$ cat src/rtl/router_in_arbiter.sv
// Packet-granular round-robin arbiter that lets NUM_SRC sources share the router 1x3 input port.
// Forwards one whole packet (header, payload, parity) per grant so the router never sees interleaving.
module router_in_arbiter #(
    parameter int NUM_SRC  = 4,
    parameter int DW       = 8,
    parameter int START_TO = 16,
    parameter int TAIL_CYC = 2
) (
    input  logic                  clk,
    input  logic                  rst,
    input  logic [NUM_SRC-1:0]    src_req_i,
    input  logic [NUM_SRC-1:0]    src_pkt_valid_i,
    input  logic [NUM_SRC*DW-1:0] src_data_i,
    input  logic                  busy_i,
    output logic [NUM_SRC-1:0]    src_gnt_o,
    output logic [NUM_SRC-1:0]    src_busy_o,
    output logic [2:0]            gnt_id_o,
    output logic                  arb_active_o,
    output logic                  pkt_valid_o,
    output logic [DW-1:0]         data_in_o,
    output logic                  timeout_err_o
);

    localparam int CNT_MAX = (START_TO > TAIL_CYC) ? START_TO : TAIL_CYC;
    localparam int CW      = $clog2(CNT_MAX + 1);

    typedef enum logic [2:0] {
        IDLE,
        GRANT,
        XFER,
        TAIL,
        GAP
    } state_t;

    state_t             state_q, state_d;
    logic [NUM_SRC-1:0] gnt_q, gnt_d;
    logic [2:0]         gnt_id_q, gnt_id_d;
    logic [2:0]         rr_ptr_q, rr_ptr_d;
    logic [CW-1:0]      cnt_q, cnt_d;
    logic               timeout_q, timeout_d;

    logic               pick_found;
    logic [2:0]         pick_id;
    logic               sel_valid;
    logic [DW-1:0]      sel_data;

    // Round-robin search: first requester at or above rr_ptr, otherwise wrap to the lowest one.
    always_comb begin
        pick_found = 1'b0;
        pick_id    = '0;
        for (int c = 0; c < NUM_SRC; c++) begin
            if (!pick_found && src_req_i[c] && (3'(c) >= rr_ptr_q)) begin
                pick_found = 1'b1;
                pick_id    = 3'(c);
            end
        end
        for (int c = 0; c < NUM_SRC; c++) begin
            if (!pick_found && src_req_i[c]) begin
                pick_found = 1'b1;
                pick_id    = 3'(c);
            end
        end
    end

    always_comb begin
        sel_valid = 1'b0;
        sel_data  = '0;
        for (int i = 0; i < NUM_SRC; i++) begin
            if (gnt_id_q == 3'(i)) begin
                sel_valid = src_pkt_valid_i[i];
                sel_data  = src_data_i[i*DW +: DW];
            end
        end
    end

    assign arb_active_o  = (state_q == GRANT) || (state_q == XFER) || (state_q == TAIL);
    assign pkt_valid_o   = ((state_q == GRANT) || (state_q == XFER)) && sel_valid;
    assign data_in_o     = arb_active_o ? sel_data : '0;
    assign src_busy_o    = arb_active_o ? (~gnt_q | (gnt_q & {NUM_SRC{busy_i}})) : '1;
    assign src_gnt_o     = gnt_q;
    assign gnt_id_o      = gnt_id_q;
    assign timeout_err_o = timeout_q;

    always_comb begin
        state_d   = state_q;
        gnt_d     = gnt_q;
        gnt_id_d  = gnt_id_q;
        rr_ptr_d  = rr_ptr_q;
        cnt_d     = cnt_q;
        timeout_d = 1'b0;
        unique case (state_q)
            IDLE: begin
                if (pick_found) begin
                    state_d  = GRANT;
                    gnt_d    = NUM_SRC'(1) << pick_id;
                    gnt_id_d = pick_id;
                    rr_ptr_d = (pick_id == 3'(NUM_SRC-1)) ? 3'd0 : pick_id + 3'd1;
                    cnt_d    = '0;
                end
            end
            GRANT: begin
                if (sel_valid) begin
                    state_d = XFER;
                end else if (cnt_q == CW'(START_TO-1)) begin
                    timeout_d = 1'b1;
                    gnt_d     = '0;
                    state_d   = GAP;
                end else begin
                    cnt_d = cnt_q + 1'b1;
                end
            end
            XFER: begin
                if (!sel_valid) begin
                    state_d = TAIL;
                    cnt_d   = '0;
                end
            end
            // Parity drain: only non-busy cycles count, so the router really accepts the tail.
            TAIL: begin
                if (!busy_i) begin
                    if (cnt_q == CW'(TAIL_CYC-1)) begin
                        gnt_d   = '0;
                        state_d = GAP;
                    end else begin
                        cnt_d = cnt_q + 1'b1;
                    end
                end
            end
            GAP: begin
                state_d = IDLE;
            end
            default: begin
                state_d = IDLE;
            end
        endcase
    end

    always_ff @(posedge clk or posedge rst) begin
        if (rst) begin
            state_q   <= IDLE;
            gnt_q     <= '0;
            gnt_id_q  <= '0;
            rr_ptr_q  <= '0;
            cnt_q     <= '0;
            timeout_q <= 1'b0;
        end else begin
            state_q   <= state_d;
            gnt_q     <= gnt_d;
            gnt_id_q  <= gnt_id_d;
            rr_ptr_q  <= rr_ptr_d;
            cnt_q     <= cnt_d;
            timeout_q <= timeout_d;
        end
    end

endmodule

$ cat config.mk
export PLATFORM = sky130hd
export DESIGN_NAME = router_in_arbiter
export DESIGN_NICKNAME = d
export VERILOG_FILES = /design/src/rtl/router_in_arbiter.sv
export SDC_FILE = /design/constraint.sdc
export NUM_CORES = 1
export LEC_CHECK = 0
export ABC_CLOCK_PERIOD_IN_PS = 1800
export CORE_MARGIN = 2
export CORE_UTILIZATION = 38
export CTS_CLUSTER_DIAMETER = 60
export DETAILED_ROUTE_END_ITERATION = 7
export HOLD_SLACK_MARGIN = 0.02
export PLACE_DENSITY = 0.87
export SLEW_MARGIN = 5
export SYNTH_ARGS = -nofsm -noshare
export SYNTH_HDL_FRONTEND = slang
export SYNTH_SLANG_ARGS = --single-unit
$ cat constraint.sdc
create_clock -name clk -period 1.8 [get_ports clk]
set_input_delay 0.36 -clock clk [delete_from_list [all_inputs] [get_ports clk]]
set_output_delay 0.36 -clock clk [all_outputs]
set_load 0.03 [all_outputs]
* Yosys cells after proc, flatten, opt, wreduce, memory -nomap -nowiden
Cells that the tools add are included.
** Word-level totals
- Bits in registers :: 19
** Cells by class
- $lt $le $gt $ge :: 4
- Shifts and indexed selects :: 1
- Add/subtract/negate cells :: 2
- Bitwise operators :: 3
- Eq/ne operators :: 18
- Mux-type cells :: 49
- Reduce and logical (&&, ||, !) cells :: 29
** Operator list (number)
- 8-bit two-way mux :: 5
- 3-bit two-way mux :: 13
- 5-bit two-way mux :: 6
- 4-bit two-way mux :: 6
- 5-bit case mux with 4 select lines :: 1
- 1-bit two-way mux :: 16
- 3-bit by 2-bit equality test with 1-bit output (second input constant) :: 5
- 1-bit logical AND :: 12
- 2-bit != test (second input constant) :: 6
- 3-bit case mux with 4 select lines :: 1
- 4-bit case mux with 3 select lines :: 1
- 1-bit zero test :: 7
- 7-bit AND reduction :: 1
- 3-bit by 1-bit equality test with 1-bit output (second input constant) :: 2
- 1-bit by 3-bit >= comparator with 1-bit output (first input constant) :: 2
- 2-bit by 3-bit >= comparator with 1-bit output (first input constant) :: 2
- 3-bit zero test :: 2
- 6-bit AND reduction :: 1
- 5-bit by 1-bit adder with 5-bit output (second input constant) :: 1
- 5-bit by 1-bit equality test with 1-bit output (second input constant) :: 1
- 5-bit by 4-bit equality test with 1-bit output (second input constant) :: 1
- 5-bit AND reduction :: 1
- 4-bit bitwise AND :: 1
- 2-bit by 1-bit != test with 1-bit output (second input constant) :: 2
- 9 further kinds :: 10

* Depth between registers and ports, before layout
- Word-level depth :: 30
- Gate-level depth with buffers :: 7

* Worst setup path before layout
OpenSTA, ideal clock, no wires.
- Path kind :: register to output
- Start :: reg gnt_id_q[0] (netlist: gnt_id_o[0])
- End :: out pkt_valid_o
- Data required time :: 1.440 ns
- Path slack :: -0.317 ns
- Cell stages (with the launch flop) :: 4
- Data arrival time :: 1.757 ns
- Cell sequence :: dfrtp_1 > mux4_2 > inv_1 > nor3_1
** Between the ends
- Cells in the longest elaborated chain, start to end :: 6
** RTL lines
- from (decl) :: line 37 : logic [2:0] gnt_id_q, gnt_id_d;
- from (signal assigned) :: line 149 : gnt_id_q <= gnt_id_d;
- 3-bit zero test :: line 69 : if (gnt_id_q == 3'(i)) begin
- 1-bit two-way mux (3 in series) :: line 69
- 1-bit two-way mux (*) :: line 69
- 1-bit logical AND (*) :: line 77 : assign pkt_valid_o = ((state_q == GRANT) || (state_q == XFER)) && sel_valid;
- to (decl) :: line 19 : output logic pkt_valid_o,
Mark *: on every way between the ends. The rest lies on a longest branch, timed or not.

* Worst setup path after layout
- Start :: reg cnt_q[1]
- End :: reg cnt_q[1]
** Between the ends
- Cells in the longest elaborated chain, start to end :: 4
** RTL lines
- from (decl) :: line 39 : logic [CW-1:0] cnt_q, cnt_d;
- from (signal assigned) :: line 151 : cnt_q <= cnt_d;
- 5-bit by 1-bit adder with 5-bit output :: line 109, 125
- 5-bit two-way mux, on equally long branches :: line 121, 104
- 5-bit two-way mux, on equally long branches :: line 120, 102
- 5-bit case mux with 4 select lines :: line 91 : unique case (state_q)
Parallel ways exist; a longest one is shown, timed or not. The select of a mux whose other input is x is not followed.
A chain may end at the register's enable or synchronous reset.

==> summary.md <==
| Metric | Value |
|---|---|
| Synth warn | 0 |
| Worst Reg-to-Reg Cells | 7 |
| Tcrit/Tclk final | 1.14 |
| Vias per inst | around 5.2 |
| Inst Count DP | 285 |
| Final hold violations | 0 |
| Worst EP required | 1.94 ns |
| Synth area leader | dfrtp_1 |
| Antenna diodes | 0 |
| Hpwl dp | 3130 microns |
| # setup viols final | 22 |
| GPL Wtd Cong | 0.871 |
| Root buffer cell | clkbuf_8 |
| Initial Util | 0.396 |
| Max Used Layer | met4 |
| Drt initial violations | 53 |
| Final Non-Filler Cells | 302 |
| HP Class | input port to asynchronous set/reset pin |
| Post-Syn Area per Cell | ~9.8 sq um |
| Buffers on Ports | 63 |
| Number of synthesized flops with an enable pin | 0 |
| Ys flop type | dfrtp_1 |
| Core Region | 3660 sq um |
| Mux cell area share after synthesis | 0.220 |
| Most common library cells after synthesis | 17 x dfrtp_1, 13 x inv_1, 13 x nand2_1 |
| Total gr overflow | 0 |
| Area Growth Syn to Fin | 79.7% |
| Hold Buf Count CTS | 0 |
| Adder-cell share of the synthesized area | 0.0604 |
| Final wirelength | around 4600 microns |
| CTS tree | yes |
| Maxcap violations | 0 |
| Die Height | 65.8 microns |
| Setup CP Type | flip-flop to flip-flop |
| Largest net degree at the start of global routing | 18 |
| DR vias | 1558 |
| Clock buffer depth | 2 |
| Syn Inst Count | 148 |
| Wire length on met2 | 2340 microns |
| Fraction of synthesized cell area taken by the top area cell type | 0.294 |
| Final Util | 0.711 |
| Met1 wire length | 1770 microns |
| CP max-delay cell | or4b_4 |
| Post-synthesis cell area | 1450 sq um |
| Top cells by area, synth | dfrtp_1 29%, mux4_2 14%, ha_1 6.0% |
| Die Width | 65.8 microns |
| Pwr Total | 4.40 mW |
| Worst endpoint data arrival time | 2.19 ns |
| Slew Viols, Final | 0 |
| Max IR drop VDD | approximately 0.00083 V |
| Compound-Gate Fraction of Synth Area | 0.138 |
| Status | finished, violations left |
| Vias in the first global route | approximately 1600 |
| Post-route DRC | 0 |
| Final ANT Viol Nets | 0 |
| Number of synthesized register bits | 17 |
| CP peak stage delay | 0.49 ns |
| Clock Skew | between 0.001 and 0.0015 ns |
| CP endpoint kind | flip-flop |
| Failing checks | negative setup slack |
| Most instantiated library cell after synthesis | dfrtp_1 |
| Placed cell area | 2340 sq um |
| Crit path time final | 2.05 ns |
| Power density over the cells | 1690 nW/um^2 |
| CP cell instances | buf_6 > inv_4 > ha_4 > or4b_4 > o2bb2ai_4 > o21ai_4 > mux2_4 |
| Xor and xnor area share after synthesis | 0.00604 |
| Die footprint | 4320 sq um |
| Fill count | 270 |
| Share of layout cells above drive strength 1 | 0.433 |
| H-tree depth | 1 |
| Largest family of logic cells by synthesized area | multiplexers |
| WL per Instance | approximately 15 microns |
| Netlist cell types | between 40 and 50 |
| Initial antenna violation count | 0 |
| Syn_nets | 198 |
| Unrepaired setup endpoints after global routing | true |
| Top Ports | 65 |
| Total GRT Usage | 0.220 |
| Max FO, Critical Path | 4 |
| Clk slew on worst S/H paths | 0.06 ns |
| Asr flop ratio synth | 1.00 |
| First-pass GRT wire length | between 7000 and 8000 microns |
| Fin area | approximately 2600 sq um |
| Met3 Wirelength | a little over 400 microns |
| Num CTS Buffers | 3 |
| CTS Sinks | 17 |
| Worst Slack Setup Final | -0.249 ns |
| Max Freq | 488 MHz |
| P_leak | between 1 and 1.5 nW |
| Clk Latency, worst-skew pair | roughly 0.26 ns |
| Nets@finish | 305 |
| CP Launch Type | flip-flop |
| Register area share after synthesis | 0.294 |
| Post-Synth Simple-Gate Area | 0.205 |
| WHS | 0.415 ns |
| Length of the first detailed-routing pass in iterations | 4 |
| Row count | 22 |
-- cell usage in the layout, fill, tap and decap left out, drive strengths merged, types with 2 or more instances in the layout --
master | netlist | final
and2 | 9 | 9
nand2b | 6 | 6
nor3 | 5 | 5
mux2 | 5 | 5
o2bb2ai | 2 | 2
a21oi | 7 | 7
nand2 | 13 | 13
clkdlybuf4s50 | 0 | 46
or3 | 2 | 2
dlygate4sd2 | 0 | 2
o21ai | 5 | 5
inv | 13 | 13
dfrtp | 17 | 17
mux4 | 9 | 9
or2 | 2 | 2
mux2i | 6 | 6
o211ai | 2 | 2
ha | 7 | 7
nor2 | 11 | 11
buf | 6 | 61
clkbuf | 2 | 4
nor4 | 2 | 2
-- registers in the layout (all words and copies together), names as in the netlist --
register,cells
cnt_q,5
src_gnt_o,4
state_q,3
gnt_id_o,2
rr_ptr_q,2
timeout_err_o,1
-- repair_timing --
item                                    4_1_cts  5_1_grt
pin swaps                                     5        7
setup buffers                                10        3
hold endpoints to repair                      0        0
endpoints found under the setup margin       28       30
gates resized for setup                      93       16
-- final cells by class --
type                    instances  area [sq um]  area share
well taps                      48          60.1      0.0231
flip-flops and latches         17           428       0.164
repair buffers                110           958       0.368
inverters                      13          51.3      0.0197
multi-input cells             110          1060       0.407
clock buffers                   4          45.0      0.0173
-- worst paths after layout --
path | start | end | slack [ns]
min in group clk | rr_ptr_q[0]$_DFFE_PP0P_ | rr_ptr_q[0]$_DFFE_PP0P_ | 0.55
min | rst | src_gnt_o[2]$_DFFE_PP0P_ | 0.42
max reg2reg | cnt_q[1]$_DFFE_PP0P_ | cnt_q[1]$_DFFE_PP0P_ | -0.25
max | cnt_q[1]$_DFFE_PP0P_ | cnt_q[1]$_DFFE_PP0P_ | -0.25
max in group asynchronous | rst | gnt_id_o[0]$_DFFE_PP0P_ | 1.17
min reg2reg | rr_ptr_q[0]$_DFFE_PP0P_ | rr_ptr_q[0]$_DFFE_PP0P_ | 0.55
-- logic make-up after synthesis --
group / Yosys count
adder cells (fa/ha/maj): 7
other: 1
XOR/XNOR: 1
AND/OR/NAND/NOR: 56
buffers and inverters: 21
flip-flops: 17
multiplexers: 20
AO/OA/AOI/OAI: 25
-- per-layer routing --
metal / up-vias / track usage
met4: 0 / 0.0885
met2: 71 / 0.403
met1: 738 / 0.248
met5: - / 0
met3: 9 / 0.0428
li1: 740 / -
-- power breakdown --
group | total (mW) | internal, mW | switching, mW | leakage (nW)
Clock | 0.292 | 0.158 | 0.134 | 0.0228
Sequential | 0.670 | 0.525 | 0.145 | 0.218
Combinational | 3.44 | 1.75 | 1.69 | 0.904
-- critical path, delay by kind of cell (launching register included) --
family	cells	cell delay, ns
flip-flops	1	0.40
multiplexers	1	0.33
AO/OA/AOI/OAI	2	0.42
buffers and inverters	2	0.18
AND/OR/NAND/NOR	1	0.49
adder cells (fa/ha/maj)	1	0.11
-- stage by stage --
stage	worst slack, ns	setup TNS (ns)
3_3_place_gp	-0.532	-9.44
2_1_floorplan	-0.142	-0.430
4_1_cts	-0.233	-3.20
6_report	-0.249	-3.55
3_5_place_dp	-0.549	-10.04
5_1_grt	-0.319	-5.05
Power figures use the tool's default switching activity.
